===== config.mk =====
export PLATFORM = sky130hd
export DESIGN_NAME = pwm_capture
export DESIGN_NICKNAME = d
export VERILOG_FILES = /design/src/rtl/pwm_pkg.sv /design/src/rtl/pwm_edge_det.sv /design/src/rtl/pwm_capture.sv
export SDC_FILE = /design/constraint.sdc
export NUM_CORES = 1
export LEC_CHECK = 0
export BUFFER_PORTS_ARGS = -buffer_cell sky130_fd_sc_hd__buf_2
export CAP_MARGIN = 5
export CORE_ASPECT_RATIO = 1.4
export CORE_MARGIN = 1.5
export CORE_UTILIZATION = 61
export CTS_BUF_LIST = sky130_fd_sc_hd__clkbuf_16
export CTS_CLUSTER_SIZE = 28
export DETAILED_ROUTE_END_ITERATION = 8
export PLACE_DENSITY = 0.9
export SYNTH_ARGS = -nofsm -noshare
export SYNTH_HDL_FRONTEND = slang
export SYNTH_SLANG_ARGS = --single-unit

===== constraint.sdc =====
create_clock -name clk50m -period 5.42 [get_ports clk50m]
set_input_delay 0 -clock clk50m [delete_from_list [all_inputs] [get_ports clk50m]]
set_output_delay 0 -clock clk50m [all_outputs]
set_load 0.01 [all_outputs]

===== src/rtl/pwm_pkg.sv =====
// Shared types for the PWM capture block.
package pwm_pkg;

    typedef enum logic [1:0] {IDLE, WAIT_RISE, MEAS_HIGH, MEAS_LOW} pwm_cap_state_t;

    localparam int SYNC_STAGES = 2;

endpackage


===== src/rtl/pwm_edge_det.sv =====
// PWM input conditioning: synchronizer, optional glitch filter (PWM_CAP_FILT_EN),
// level output and single-cycle rise/fall pulses.
module pwm_edge_det
    import pwm_pkg::*;
#(
    parameter int FILT_LEN = 4
) (
    input  logic clk50m,
    input  logic rst_n,
    input  logic i_pwm,
    output logic o_lvl,
    output logic o_rise,
    output logic o_fall
);

    if (FILT_LEN < 2 || FILT_LEN > 15) begin : g_filt_range
        $error("pwm_edge_det: FILT_LEN must be within 2..15");
    end

    logic [SYNC_STAGES-1:0] r_sync;
    logic                   w_sync;
    logic                   w_lvl;
    logic                   r_lvl_d;

    always_ff @(posedge clk50m or negedge rst_n) begin
        if (!rst_n) r_sync <= '0;
        else        r_sync <= {r_sync[SYNC_STAGES-2:0], i_pwm};
    end

    assign w_sync = r_sync[SYNC_STAGES-1];

`ifdef PWM_CAP_FILT_EN
    logic       r_filt;
    logic [3:0] r_fcnt;

    // Level flips only after FILT_LEN consecutive disagreeing samples.
    always_ff @(posedge clk50m or negedge rst_n) begin
        if (!rst_n) begin
            r_filt <= 1'b0;
            r_fcnt <= '0;
        end else if (w_sync != r_filt) begin
            if (r_fcnt == 4'(FILT_LEN - 1)) begin
                r_filt <= w_sync;
                r_fcnt <= '0;
            end else begin
                r_fcnt <= r_fcnt + 4'd1;
            end
        end else begin
            r_fcnt <= '0;
        end
    end

    assign w_lvl = r_filt;
`else
    assign w_lvl = w_sync;
`endif

    always_ff @(posedge clk50m or negedge rst_n) begin
        if (!rst_n) r_lvl_d <= 1'b0;
        else        r_lvl_d <= w_lvl;
    end

    assign o_lvl  = w_lvl;
    assign o_rise = w_lvl & ~r_lvl_d;
    assign o_fall = ~w_lvl & r_lvl_d;

endmodule


===== src/rtl/pwm_capture.sv =====
// PWM period / high-time capture with stuck-input timeout.
// Optional input glitch filter enabled by defining PWM_CAP_FILT_EN.
module pwm_capture
    import pwm_pkg::*;
#(
    parameter int W        = 16,
    parameter int FILT_LEN = 4
) (
    input  logic         rst_n,
    input  logic         clk50m,
    input  logic         en,
    input  logic         pwm_in,
    output logic [W-1:0] per_meas,
    output logic [W-1:0] hi_meas,
    output logic         valid,
    output logic         tmo,
    output logic         lvl
);

    localparam logic [W-1:0] CNT_MAX = '1;

    logic w_rise, w_fall, w_lvl;

    pwm_edge_det #(.FILT_LEN(FILT_LEN)) u_edge (
        .clk50m (clk50m),
        .rst_n  (rst_n),
        .i_pwm  (pwm_in),
        .o_lvl  (w_lvl),
        .o_rise (w_rise),
        .o_fall (w_fall)
    );

    pwm_cap_state_t r_state, w_state_nx;
    logic [W-1:0]   r_cnt, w_cnt_nx, w_cnt_inc;
    logic [W-1:0]   r_hi_q, w_hi_q_nx;
    logic [W-1:0]   r_per, w_per_nx;
    logic [W-1:0]   r_hi, w_hi_nx;
    logic           r_valid, w_valid_nx;
    logic           r_tmo, w_tmo_nx;

    // Saturating: only reachable at max after a fall lands on the last count.
    assign w_cnt_inc = (r_cnt == CNT_MAX) ? r_cnt : r_cnt + W'(1);

    always_comb begin
        w_state_nx = r_state;
        w_cnt_nx   = r_cnt;
        w_hi_q_nx  = r_hi_q;
        w_per_nx   = r_per;
        w_hi_nx    = r_hi;
        w_valid_nx = 1'b0;
        w_tmo_nx   = r_tmo;
        if (!en) begin
            w_state_nx = IDLE;
            w_cnt_nx   = '0;
        end else begin
            case (r_state)
                IDLE: begin
                    w_state_nx = WAIT_RISE;
                    w_cnt_nx   = '0;
                end
                WAIT_RISE: begin
                    if (w_rise) begin
                        w_cnt_nx   = W'(1);
                        w_state_nx = MEAS_HIGH;
                    end
                end
                MEAS_HIGH: begin
                    if (w_fall) begin
                        w_hi_q_nx  = r_cnt;
                        w_cnt_nx   = w_cnt_inc;
                        w_state_nx = MEAS_LOW;
                    end else if (r_cnt == CNT_MAX) begin
                        w_tmo_nx   = 1'b1;
                        w_cnt_nx   = '0;
                        w_state_nx = WAIT_RISE;
                    end else begin
                        w_cnt_nx   = w_cnt_inc;
                    end
                end
                MEAS_LOW: begin
                    if (w_rise) begin
                        w_per_nx   = r_cnt;
                        w_hi_nx    = r_hi_q;
                        w_valid_nx = 1'b1;
                        w_tmo_nx   = 1'b0;
                        w_cnt_nx   = W'(1);
                        w_state_nx = MEAS_HIGH;
                    end else if (r_cnt == CNT_MAX) begin
                        w_tmo_nx   = 1'b1;
                        w_cnt_nx   = '0;
                        w_state_nx = WAIT_RISE;
                    end else begin
                        w_cnt_nx   = w_cnt_inc;
                    end
                end
                default: w_state_nx = IDLE;
            endcase
        end
    end

    always_ff @(posedge clk50m or negedge rst_n) begin
        if (!rst_n) begin
            r_state <= IDLE;
            r_cnt   <= '0;
            r_hi_q  <= '0;
            r_per   <= '0;
            r_hi    <= '0;
            r_valid <= 1'b0;
            r_tmo   <= 1'b0;
        end else begin
            r_state <= w_state_nx;
            r_cnt   <= w_cnt_nx;
            r_hi_q  <= w_hi_q_nx;
            r_per   <= w_per_nx;
            r_hi    <= w_hi_nx;
            r_valid <= w_valid_nx;
            r_tmo   <= w_tmo_nx;
        end
    end

    assign per_meas = r_per;
    assign hi_meas  = r_hi;
    assign valid    = r_valid;
    assign tmo      = r_tmo;
    assign lvl      = w_lvl;

endmodule


==> results of run 1 <==
-- per-layer routing --
layer	share of wire	wire length (µm)	vias up
met1	0.42	2570	1122
met2	0.52	3200	61
met4	0.028	172	0
li1	-	-	1072
met5	0	0	-
met3	0.037	229	15
-- cell usage after synthesis (3+ instances only) --
| library cell | count | area (µm²) |
|---|---|---|
| a21oi_1 | 12 | 60.1 |
| a31oi_1 | 6 | 37.5 |
| clkbuf_1 | 8 | 30.0 |
| dfrtp_1 | 71 | 1780 |
| inv_1 | 3 | 11.3 |
| mux2_2 | 26 | 293 |
| nand2_1 | 64 | 240 |
| nand2b_1 | 5 | 31.3 |
| nand3_1 | 10 | 50.1 |
| nand4_1 | 5 | 31.3 |
| nor2_1 | 10 | 37.5 |
| nor3_1 | 4 | 20.0 |
| o21ai_0 | 16 | 80.1 |
| or3_1 | 6 | 37.5 |
-- critical path: cells and delay by family, from the launching register on --
family        cells  cell delay [ps]
flops             1              470
simple gates      4             1270
buf+inv           2              790
-- layout make-up --
cell class	instances	area (µm²)	area share
multi-input cells	194	1180	0.329
well taps	64	80.1	0.0224
clock buffers	9	225	0.0629
clock inverters	7	65.1	0.0182
flip-flops and latches	71	1780	0.496
inverters	5	18.8	0.00524
repair buffers	43	235	0.0657
-- placed cells by master, fill, tap and decap left out, types with 3 or more instances in the layout --
master / instances
nand2_1: 64
a21oi_1: 12
a31oi_1: 6
dlygate4sd3_1: 3
mux2_2: 26
nand2b_1: 5
nor3_1: 4
clkbuf_16: 9
nand4_1: 5
dfrtp_1: 71
buf_2: 38
o21ai_0: 16
nand3_1: 10
or3_1: 6
nor2_1: 10
inv_1: 4
-- worst paths after layout --
path	from	end	slack, ps	cells after the start
setup / recovery	u_edge.r_sync[1]	hi_meas[9]	2820	6
hold / removal	pwm_in	u_edge.r_sync[0]	310	2
setup reg to reg	u_edge.r_sync[1]	hi_meas[9]	2820	6
hold reg to reg	u_edge.r_sync[0]	u_edge.r_sync[1]	360	0
max in group asynchronous	rst_n	r_cnt[10]	4470	3
min in group asynchronous	rst_n	per_meas[2]	410	3
-- logic make-up (layout without fill, tap and decap cells) --
logic type	Yosys count	after routing	synth area share
compound gates	49	49	0.0988
flops	71	71	0.587
buf+inv	16	64	0.0231
simple gates	117	117	0.186
fa+ha+maj	2	2	0.00827
mux	26	26	0.0967
-- metrics by stage --
| step | cell area (µm²) | util | setup slack, ps | power, W | hold WS, ps |
|---|---|---|---|---|---|
| after floorplan | 3030 | - | 3320 | 0.000567 | -296 |
| after global placement | 3260 | 0.679 | 2930 | 0.000583 | 107 |
| after detailed placement | 3260 | 0.679 | 2830 | 0.000585 | 111 |
| after CTS | 3580 | 0.745 | 2770 | 0.00115 | 302 |
| after global routing | 3580 | 0.745 | 2490 | 0.00118 | 315 |
| final | 3580 | 0.745 | 2820 | 0.00114 | 313 |
-- power by group through the flow --
stage | clock [W] | sequential, W | combinational [W]
after floorplan | 0 | 0.000548 | 0.0000189
after global placement | 0 | 0.000549 | 0.0000342
after detailed placement | 0 | 0.000549 | 0.0000356
after CTS | 0.000569 | 0.000540 | 0.0000380
after global routing | 0.000596 | 0.000541 | 0.0000426
final | 0.000563 | 0.000540 | 0.0000377
-- repair_timing --
| action | 4_1_cts | 5_1_grt |
|---|---|---|
| setup endpoints to repair | 0 | 0 |
| gates resized for setup | 0 | 0 |
| hold buffers | 3 | 0 |
| hold endpoints to repair | 74 | 0 |
-- registers in the layout (all words and copies together), names as in the netlist --
signal,count
r_hi_q,16
per_meas,16
u_edge.r_sync,2
valid,1
r_cnt,16
r_state,2
u_edge.r_lvl_d,1
hi_meas,16
tmo,1
==> metrics.csv, run 1 <==
stage,metric,value,unit
outcome,status,completed,
timing,setup_violations,0,
clock_network,cts_buffers,9,
timing,slew_headroom,0.303,
cells_and_area,instances_no_fill,393,
global_route,antenna_found_initial,0,
yosys,ys_async_sr_fraction,1.00,
global_route,met3_usage,0.0429,
global_route,met1_usage,0.313,
route,via_per_inst,5.78,
timing,finalHoldViolCount,0,
route,drc,0,
yosys,yosysUniqueCellTypes,43,
yosys,synth_area_per_cell,10.8,µm²
worst_setup_path,cp_slowest_cell,nand4_1,
pwr,power.internal,0.000898,W
timing,finalClockSkew,5.16,ps
pwr,clkPwrFrac,0.493,
pwr,power_leakage,1.86,nW
cells_and_area,fin_nets,330,
clock_network,tritoncts,yes,
floorplan,die_w,62.5,µm
clock_network,cts_sinks,71,
route,wirelength,6180,µm
clock_network,htree_levels,3,
pwr,p_seq_frac,0.474,
cells_and_area,fill_cells,328,
worst_setup_path,crit_chain,nor2b_1 > nand4_1 > buf_4 > clkinv_1 > nand2_1 > nand2_1,
worst_setup_path,path_max_fanout,25,
pwr,powerDensity,319,nW/µm²
floorplan,core_area,4800,µm²
yosys,ys_ff_latch,71,
floorplan,die_height,86.3,µm
timing,fmax,384,MHz
timing,layout_min_cycle_time,2600,ps
pwr,peakVddDrop,0.000216,V
worst_hold_path,hold_path.class,in2reg,
worst_setup_path,cp-start-kind,flop,
yosys,ys.flop_type,dfrtp_1,
yosys,synth_edf_count,0,
timing,slew_viol_final,0,
place,dpl.hpwl,3890,µm
global_route,grt_overflow,0,
route,vias,2270,
global_route,grt_use_total,0.249,
timing,rsz0062_at_grt,no,
route,wire_per_inst,15.7,µm
timing,setup_tns,0,ps
place,place_inst,374,
flow_run,cap_viol_max_count,0,
cells_and_area,antenna_cells,0,
worst_setup_path,worstPathArrival,2870,ps
yosys,syn-num-nets,287,
yosys,synth_warnings,0,
floorplan,core.rowCount,30,
yosys,syn_inst,281,
route,drtAntennaViolNets,0,
global_route,grt_pass1_vias,2192,
worst_setup_path,max_stage_delay,830,ps
global_route,grt_pass1_wl,10300,µm
floorplan,die_area,5400,µm²
clock_network,clock_latency,330,ps
route,drt_iter0_drc,154,
yosys,syn-cell-area,3030,µm²
pwr,p_switching,0.000242,W
yosys,ys_seq_area_frac,0.587,
worst_setup_path,cp-end-kind,flop,
cells_and_area,area_growth,18.3,%
timing,final.period_utilization,0.480,
clock_network,postCtsSetupBuffers,0,
route,firstDrtPassIters,4,
floorplan,io-pin-count,39,
place,portBuffers,38,
worst_setup_path,crit_top_cell,nand2_1,
worst_setup_path,critPathKind,reg2reg,
clock_network,cts-root-buf,clkbuf_16,
floorplan,start_util,0.630,
clock_network,cts.clk_slew.worst_paths,60,ps
timing,worst_pin_slew,1040,ps
global_route,grt_max_degree,72,
worst_setup_path,cp.required,5690,ps
place,place.gp.congestion,0.844,
global_route,use_met2,0.407,
clock_network,clockBufferDepth,2,
pwr,p_comb_frac,0.033,
cells_and_area,drive_above_1_share,0.264,
pwr,swShare,0.212,
global_route,busiest_layer,met2,
No activity file was read; power rests on OpenSTA's default activity.
==> inputs of run 2 (changes only) <==
--- a/config.mk
+++ b/config.mk
@@ -9,11 +9,11 @@
 export CAP_MARGIN = 5
 export CORE_ASPECT_RATIO = 1.4
 export CORE_MARGIN = 1.5
-export CORE_UTILIZATION = 61
+export CORE_UTILIZATION = 57
 export CTS_BUF_LIST = sky130_fd_sc_hd__clkbuf_16
 export CTS_CLUSTER_SIZE = 28
 export DETAILED_ROUTE_END_ITERATION = 8
-export PLACE_DENSITY = 0.9
+export PLACE_DENSITY = 0.86
 export SYNTH_ARGS = -nofsm -noshare
 export SYNTH_HDL_FRONTEND = slang
 export SYNTH_SLANG_ARGS = --single-unit
==> constraint.sdc (replaced) <==
create_clock -name clk50m -period 2.63 [get_ports clk50m]
set_input_delay 0 -clock clk50m [delete_from_list [all_inputs] [get_ports clk50m]]
set_output_delay 0 -clock clk50m [all_outputs]
set_load 0.01 [all_outputs]
==> run 2 against run 1 <==
  * Global-route usage fell by 1.2 points
  * Largest cell class unchanged
  * Highest routed layer unchanged
  * Design area rose by 2.0%
  * Die area rose by 6.7%
  * Maximum frequency rose by 5.7%
  * Critical endpoint is now r_cnt[0]
==> metrics.csv, run 2 (same netlist as run 1, synthesis figures left out) <==
stage,metric,value,unit
worst_hold_path,hold_path.class,in2async,
worst_setup_path,cp.required,2870,ps
clock_network,cts_buffers,9,
clock_network,clockBufferDepth,2,
timing,final.period_utilization,0.936,
timing,layout_min_cycle_time,2460,ps
place,dpl.hpwl,4150,µm
route,drtAntennaViolNets,0,
worst_setup_path,worstPathArrival,2700,ps
timing,setup_violations,0,
global_route,grt_pass1_wl,10200,µm
cells_and_area,fin_nets,334,
worst_setup_path,path_max_fanout,8,
clock_network,htree_levels,3,
floorplan,core.rowCount,31,
route,vias,2281,
floorplan,start_util,0.587,
worst_setup_path,cp-end-kind,flop,
worst_setup_path,timing.rr.end,r_cnt[0],
timing,finalHoldViolCount,0,
cells_and_area,antenna_cells,0,
pwr,peakVddDrop,0.000576,V
timing,slew_viol_final,0,
cells_and_area,final_common_cell,dfrtp_1,
worst_setup_path,crit_top_cell,nand4_1,
timing,rsz0062_at_grt,no,
flow_run,cap_viol_max_count,0,
worst_setup_path,critPathKind,reg2reg,
clock_network,clock_latency,330,ps
timing,whs,280,ps
pwr,swShare,0.206,
worst_setup_path,r2r_setup_slack,170,ps
route,wire_per_inst,15.9,µm
pwr,clkPwrFrac,0.513,
route,drc,0,
pwr,power_leakage,1.89,nW
worst_setup_path,crit_path_start,r_cnt[0],
worst_setup_path,crit_chain,ha_2 > nand4_1 > nor4_4 > inv_2 > ha_1 > or3_1 > nand4_1 > o2111ai_1 > o21ai_0,
timing,finalClockSkew,6.39,ps
floorplan,die_area,5760,µm²
outcome,status,completed,
cells_and_area,layout_common_cells,"70 x dfrtp_1, 64 x nand2_1, 38 x buf_2, 26 x mux2_2, 16 x o21ai_0",
global_route,grt_use_total,0.237,
timing,slew_headroom,0.494,
place,portBuffers,38,
worst_setup_path,reg2reg_depth,9,
route,wirelength,6360,µm
worst_setup_path,critical_path_buf_inv_count,1,
floorplan,io-pin-count,39,
cells_and_area,fill_cells,334,
route,via_per_inst,5.72,
pwr,p_switching,0.000506,W
cells_and_area,drive_above_1_share,0.279,
route,firstDrtPassIters,6,
timing,setup_tns,0,ps
worst_setup_path,cp_slowest_cell,nor4_4,
timing,worst_pin_slew,760,ps
floorplan,die_w,64.6,µm
pwr,p_seq_frac,0.453,
pwr,power.internal,0.00195,W
timing,fmax,406,MHz
global_route,antenna_found_initial,0,
floorplan,die_height,89.2,µm
worst_setup_path,r2r_start,r_cnt[0],
pwr,p_comb_frac,0.033,
worst_setup_path,crit_family,simple AND/OR/NAND/NOR gates,
place,place.gp.congestion,0.922,
route,drt_iter0_drc,219,
global_route,grt_pass1_vias,2182,
floorplan,core_area,5160,µm²
global_route,grt_overflow,0,
cells_and_area,area_growth,20.7,%
clock_network,cts_sinks,71,
pwr,powerDensity,672,nW/µm²
clock_network,cts-root-buf,clkbuf_16,
worst_setup_path,max_stage_delay,420,ps
clock_network,tritoncts,yes,
global_route,grt_max_degree,39,
clock_network,cts.clk_slew.worst_paths,50,ps
worst_setup_path,cp-start-kind,flop,
==> run 2: changes by cell type in the layout (fill, tap and decap cells not counted) <==
cell,before,now
buf_12,0,1
buf_4,2,5
bufinv_16,1,2
clkinv_2,2,1
clkinv_4,2,1
clkinvlp_4,0,1
dfrtp_1,71,70
dfrtp_2,0,1
ha_1,2,1
ha_2,0,1
==> run 2: power by group through the flow <==
stage          Sequential (W)  Combinational (W)  Clock (W)
2_1_floorplan         0.00113          0.0000389          0
3_3_place_gp          0.00113          0.0000745          0
3_5_place_dp          0.00113          0.0000772          0
4_1_cts               0.00111          0.0000827    0.00127
5_1_grt               0.00111          0.0000932    0.00133
6_report              0.00111          0.0000820    0.00126
==> run 2: timing repair <==
item	CTS	global route
endpoints found under the hold margin	36	0
hold buffers	3	0
buffers inserted	0	1
resized for setup	0	2
endpoints found under the setup margin	0	1
==> run 2: final cells by class <==
cell class | count | area [µm²] | area share
inverters | 5 | 18.8 | 0.00514
well taps | 66 | 82.6 | 0.0226
flip-flops and latches | 71 | 1780 | 0.487
multi-input cells | 194 | 1180 | 0.324
clock inverters | 7 | 88.8 | 0.0243
clock buffers | 9 | 225 | 0.0616
repair buffers | 47 | 278 | 0.0760
==> run 2: how the worst max path moves through the flow <==
stage          slack (ps)       end  cells after the start
4_1_cts               170  r_cnt[0]                      9
6_report              170  r_cnt[0]                      9
2_1_floorplan         530  r_cnt[0]                      9
3_3_place_gp          400  r_cnt[0]                      9
5_1_grt                 5  r_cnt[0]                      9
3_5_place_dp          260  r_cnt[0]                      9
==> run 2: per-layer routing <==
layer / track usage / vias up / part of all wire
li1: - / 1085 / -
met1: 0.284 / 1130 / 0.41
met2: 0.407 / 55 / 0.53
met3: 0.0642 / 11 / 0.038
met4: 0.0967 / 0 / 0.014
met5: 0 / - / 0
==> run 2: through the flow <==
step	cell area, µm²	utilization	instances	total power [W]	setup slack (ps)
global placement	3300	0.639	379	0.00121	398
global route	3650	0.708	399	0.00253	5.08
floorplan	3030	-	281	0.00117	525
detailed placement	3300	0.639	379	0.00121	260
finish	3650	0.708	399	0.00246	168
CTS	3640	0.706	398	0.00246	175
==> inputs of run 3 (changes only) <==
--- a/config.mk
+++ b/config.mk
@@ -9,11 +9,11 @@
 export CAP_MARGIN = 5
 export CORE_ASPECT_RATIO = 1.4
 export CORE_MARGIN = 1.5
-export CORE_UTILIZATION = 57
+export CORE_UTILIZATION = 35
 export CTS_BUF_LIST = sky130_fd_sc_hd__clkbuf_16
 export CTS_CLUSTER_SIZE = 28
 export DETAILED_ROUTE_END_ITERATION = 8
-export PLACE_DENSITY = 0.86
+export PLACE_DENSITY = 0.5
 export SYNTH_ARGS = -nofsm -noshare
 export SYNTH_HDL_FRONTEND = slang
 export SYNTH_SLANG_ARGS = --single-unit
==> constraint.sdc (replaced) <==
create_clock -name clk50m -period 2.63 [get_ports clk50m]
set_input_delay 0.6575 -clock clk50m [delete_from_list [all_inputs] [get_ports clk50m]]
set_output_delay 0.6575 -clock clk50m [all_outputs]
set_load 0.01 [all_outputs]
==> run 3 against run 2 <==
  * Core utilization fell by 27 points
  * Flip-flop and latch count unchanged
  * Total power is 3.4% higher
  * Clock skew up 0.66 ps
  * Routed wire length stayed put
  * Design area up 1.1%
  * Worst hold slack lost 53 ps
  * Critical path depth is the same
  * Combinational power fell by 2%
  * Via count is 4.1% lower
  * Clock power up 7%
  * Sequential power is essentially flat
  * Largest power group unchanged
==> metrics.csv, run 3 (same netlist as run 1, synthesis figures left out) <==
stage,metric,value,unit
outcome,status,completed,
floorplan,core.rowCount,40,
floorplan,die_w,81.6,µm
route,firstDrtPassIters,4,
cells_and_area,finalInstanceArea,3690,µm²
timing,rsz0062_at_grt,no,
place,pre_cts_slack,272,ps
clock_network,cts.clk_slew.worst_paths,50,ps
place,portBuffers,38,
clock_network,cts_sinks,71,
global_route,grt_use_total,0.156,
worst_setup_path,crit_chain,ha_1 > nand4_1 > nor4_4 > inv_2 > ha_1 > or3_1 > nand4_1 > o2111ai_1 > o21ai_0,
timing,worst_pin_slew,540,ps
worst_setup_path,cp_slowest_cell,dfrtp_1,
timing,final.period_utilization,0.903,
cells_and_area,final_common_cell,dfrtp_1,
worst_hold_path,hold_path.class,in2async,
place,postPlaceCellArea,3360,µm²
cells_and_area,area_growth,22.0,%
worst_setup_path,cp.required,2870,ps
floorplan,die_height,113,µm
worst_setup_path,r2r_start,r_cnt[1],
global_route,grt_pass1_wl,10800,µm
cells_and_area,drive_above_1_share,0.272,
clock_network,cts-root-buf,clkbuf_16,
clock_network,postCtsResizedCells,0,
route,wirelength,6360,µm
worst_setup_path,path_max_fanout,8,
floorplan,start_util,0.356,
timing,slew_headroom,0.638,
global_route,grt_overflow,0,
worst_setup_path,timing.rr.end,r_cnt[0],
pwr,peakVddDrop,0.000308,V
clock_network,htree_levels,3,
cells_and_area,fin_nets,332,
clock_network,clock_latency,330,ps
place,place_inst,420,
worst_setup_path,max_stage_delay,420,ps
global_route,grt_pass1_vias,2162,
timing,finalClockSkew,7.05,ps
pwr,power_leakage,1.90,nW
timing,fmax,421,MHz
timing,setup_tns,0,ps
clock_network,postCtsSetupBuffers,0,
timing,slew_viol_final,0,
floorplan,die_area,9220,µm²
cells_and_area,layout_common_cells,"71 x dfrtp_1, 64 x nand2_1, 38 x buf_2, 26 x mux2_2, 16 x o21ai_0",
floorplan,io-pin-count,39,
worst_setup_path,cp-start-kind,flop,
global_route,grt_max_degree,37,
worst_setup_path,critPathKind,reg2reg,
timing,layout_min_cycle_time,2370,ps
route,drt_iter0_drc,146,
global_route,antenna_found_initial,0,
place,place.gp.congestion,0.770,
clock_network,cts_buffers,9,
cells_and_area,instances_no_fill,436,
pwr,powerDensity,688,nW/µm²
worst_setup_path,worstPathArrival,2620,ps
route,drtAntennaViolNets,0,
clock_network,cts_hold_buf,0,
worst_setup_path,cp-end-kind,flop,
route,vias,2188,
worst_setup_path,reg2reg_depth,9,
cells_and_area,antenna_cells,0,
route,via_per_inst,5.02,
timing,setup_violations,0,
route,drc,0,
route,wire_per_inst,14.6,µm
timing,finalHoldViolCount,0,
flow_run,cap_viol_max_count,0,
worst_setup_path,r2r_setup_slack,260,ps
timing,setup_ws,256,ps
clock_network,clockBufferDepth,2,
clock_network,tritoncts,yes,
floorplan,core_area,8510,µm²
place,dpl.hpwl,4330,µm
==> run 3: cell count changes in the layout (fill, tap and decap cells not counted), sizes merged <==
cell	previous run	this run
buf	44	45
bufinv	2	3
clkinv	4	2
clkinvlp	1	0
dlygate4sd3	3	0
inv	5	7
==> run 3: worst max path at each step <==
stage                     cells past startpoint  slack, ps     start        to
after floorplan                               9        530  r_cnt[1]  r_cnt[0]
after global placement                        9        360  r_cnt[1]  r_cnt[0]
after detailed placement                      9        270  r_cnt[1]  r_cnt[0]
after CTS                                     9        250  r_cnt[1]  r_cnt[0]
after global routing                          9         60  r_cnt[1]  r_cnt[0]
final                                         9        260  r_cnt[1]  r_cnt[0]
==> run 3: power breakdown <==
part           internal (W)  switching (W)
clock              0.000912       0.000435
sequential          0.00110     0.00000978
combinational     0.0000249      0.0000552
total               0.00204       0.000500
==> run 3: per-layer routing <==
| layer | GRT usage | up-vias | share of wire |
|---|---|---|---|
| li1 | - | 1073 | - |
| met1 | 0.204 | 1066 | 0.45 |
| met2 | 0.246 | 35 | 0.50 |
| met3 | 0.0339 | 14 | 0.030 |
| met4 | 0.0689 | 0 | 0.020 |
| met5 | 0 | - | 0 |
==> run 3: stage by stage <==
step	power (W)	hold slack, ps	util
CTS	0.00257	226	0.434
detailed placement	0.00121	340	0.395
global route	0.00263	240	0.434
floorplan	0.00117	331	-
finish	0.00254	227	0.434
global placement	0.00121	335	0.395
==> run 3: cell type report <==
type | instances | area, µm²
multi-input cells | 194 | 1180
flip-flops and latches | 71 | 1780
well taps | 105 | 131
fillers | 876 | 4820
clock buffers | 9 | 225
inverters | 5 | 18.8
repair buffers | 45 | 255
clock inverters | 7 | 105
==> run 3: worst max-delay path: cells and delay by family, from the launching register on <==
family / cells / cell delay, ps
simple gates: 4 / 1010
compound gates: 2 / 200
flops: 1 / 420
fa+ha+maj: 2 / 530
buf+inv: 1 / 140
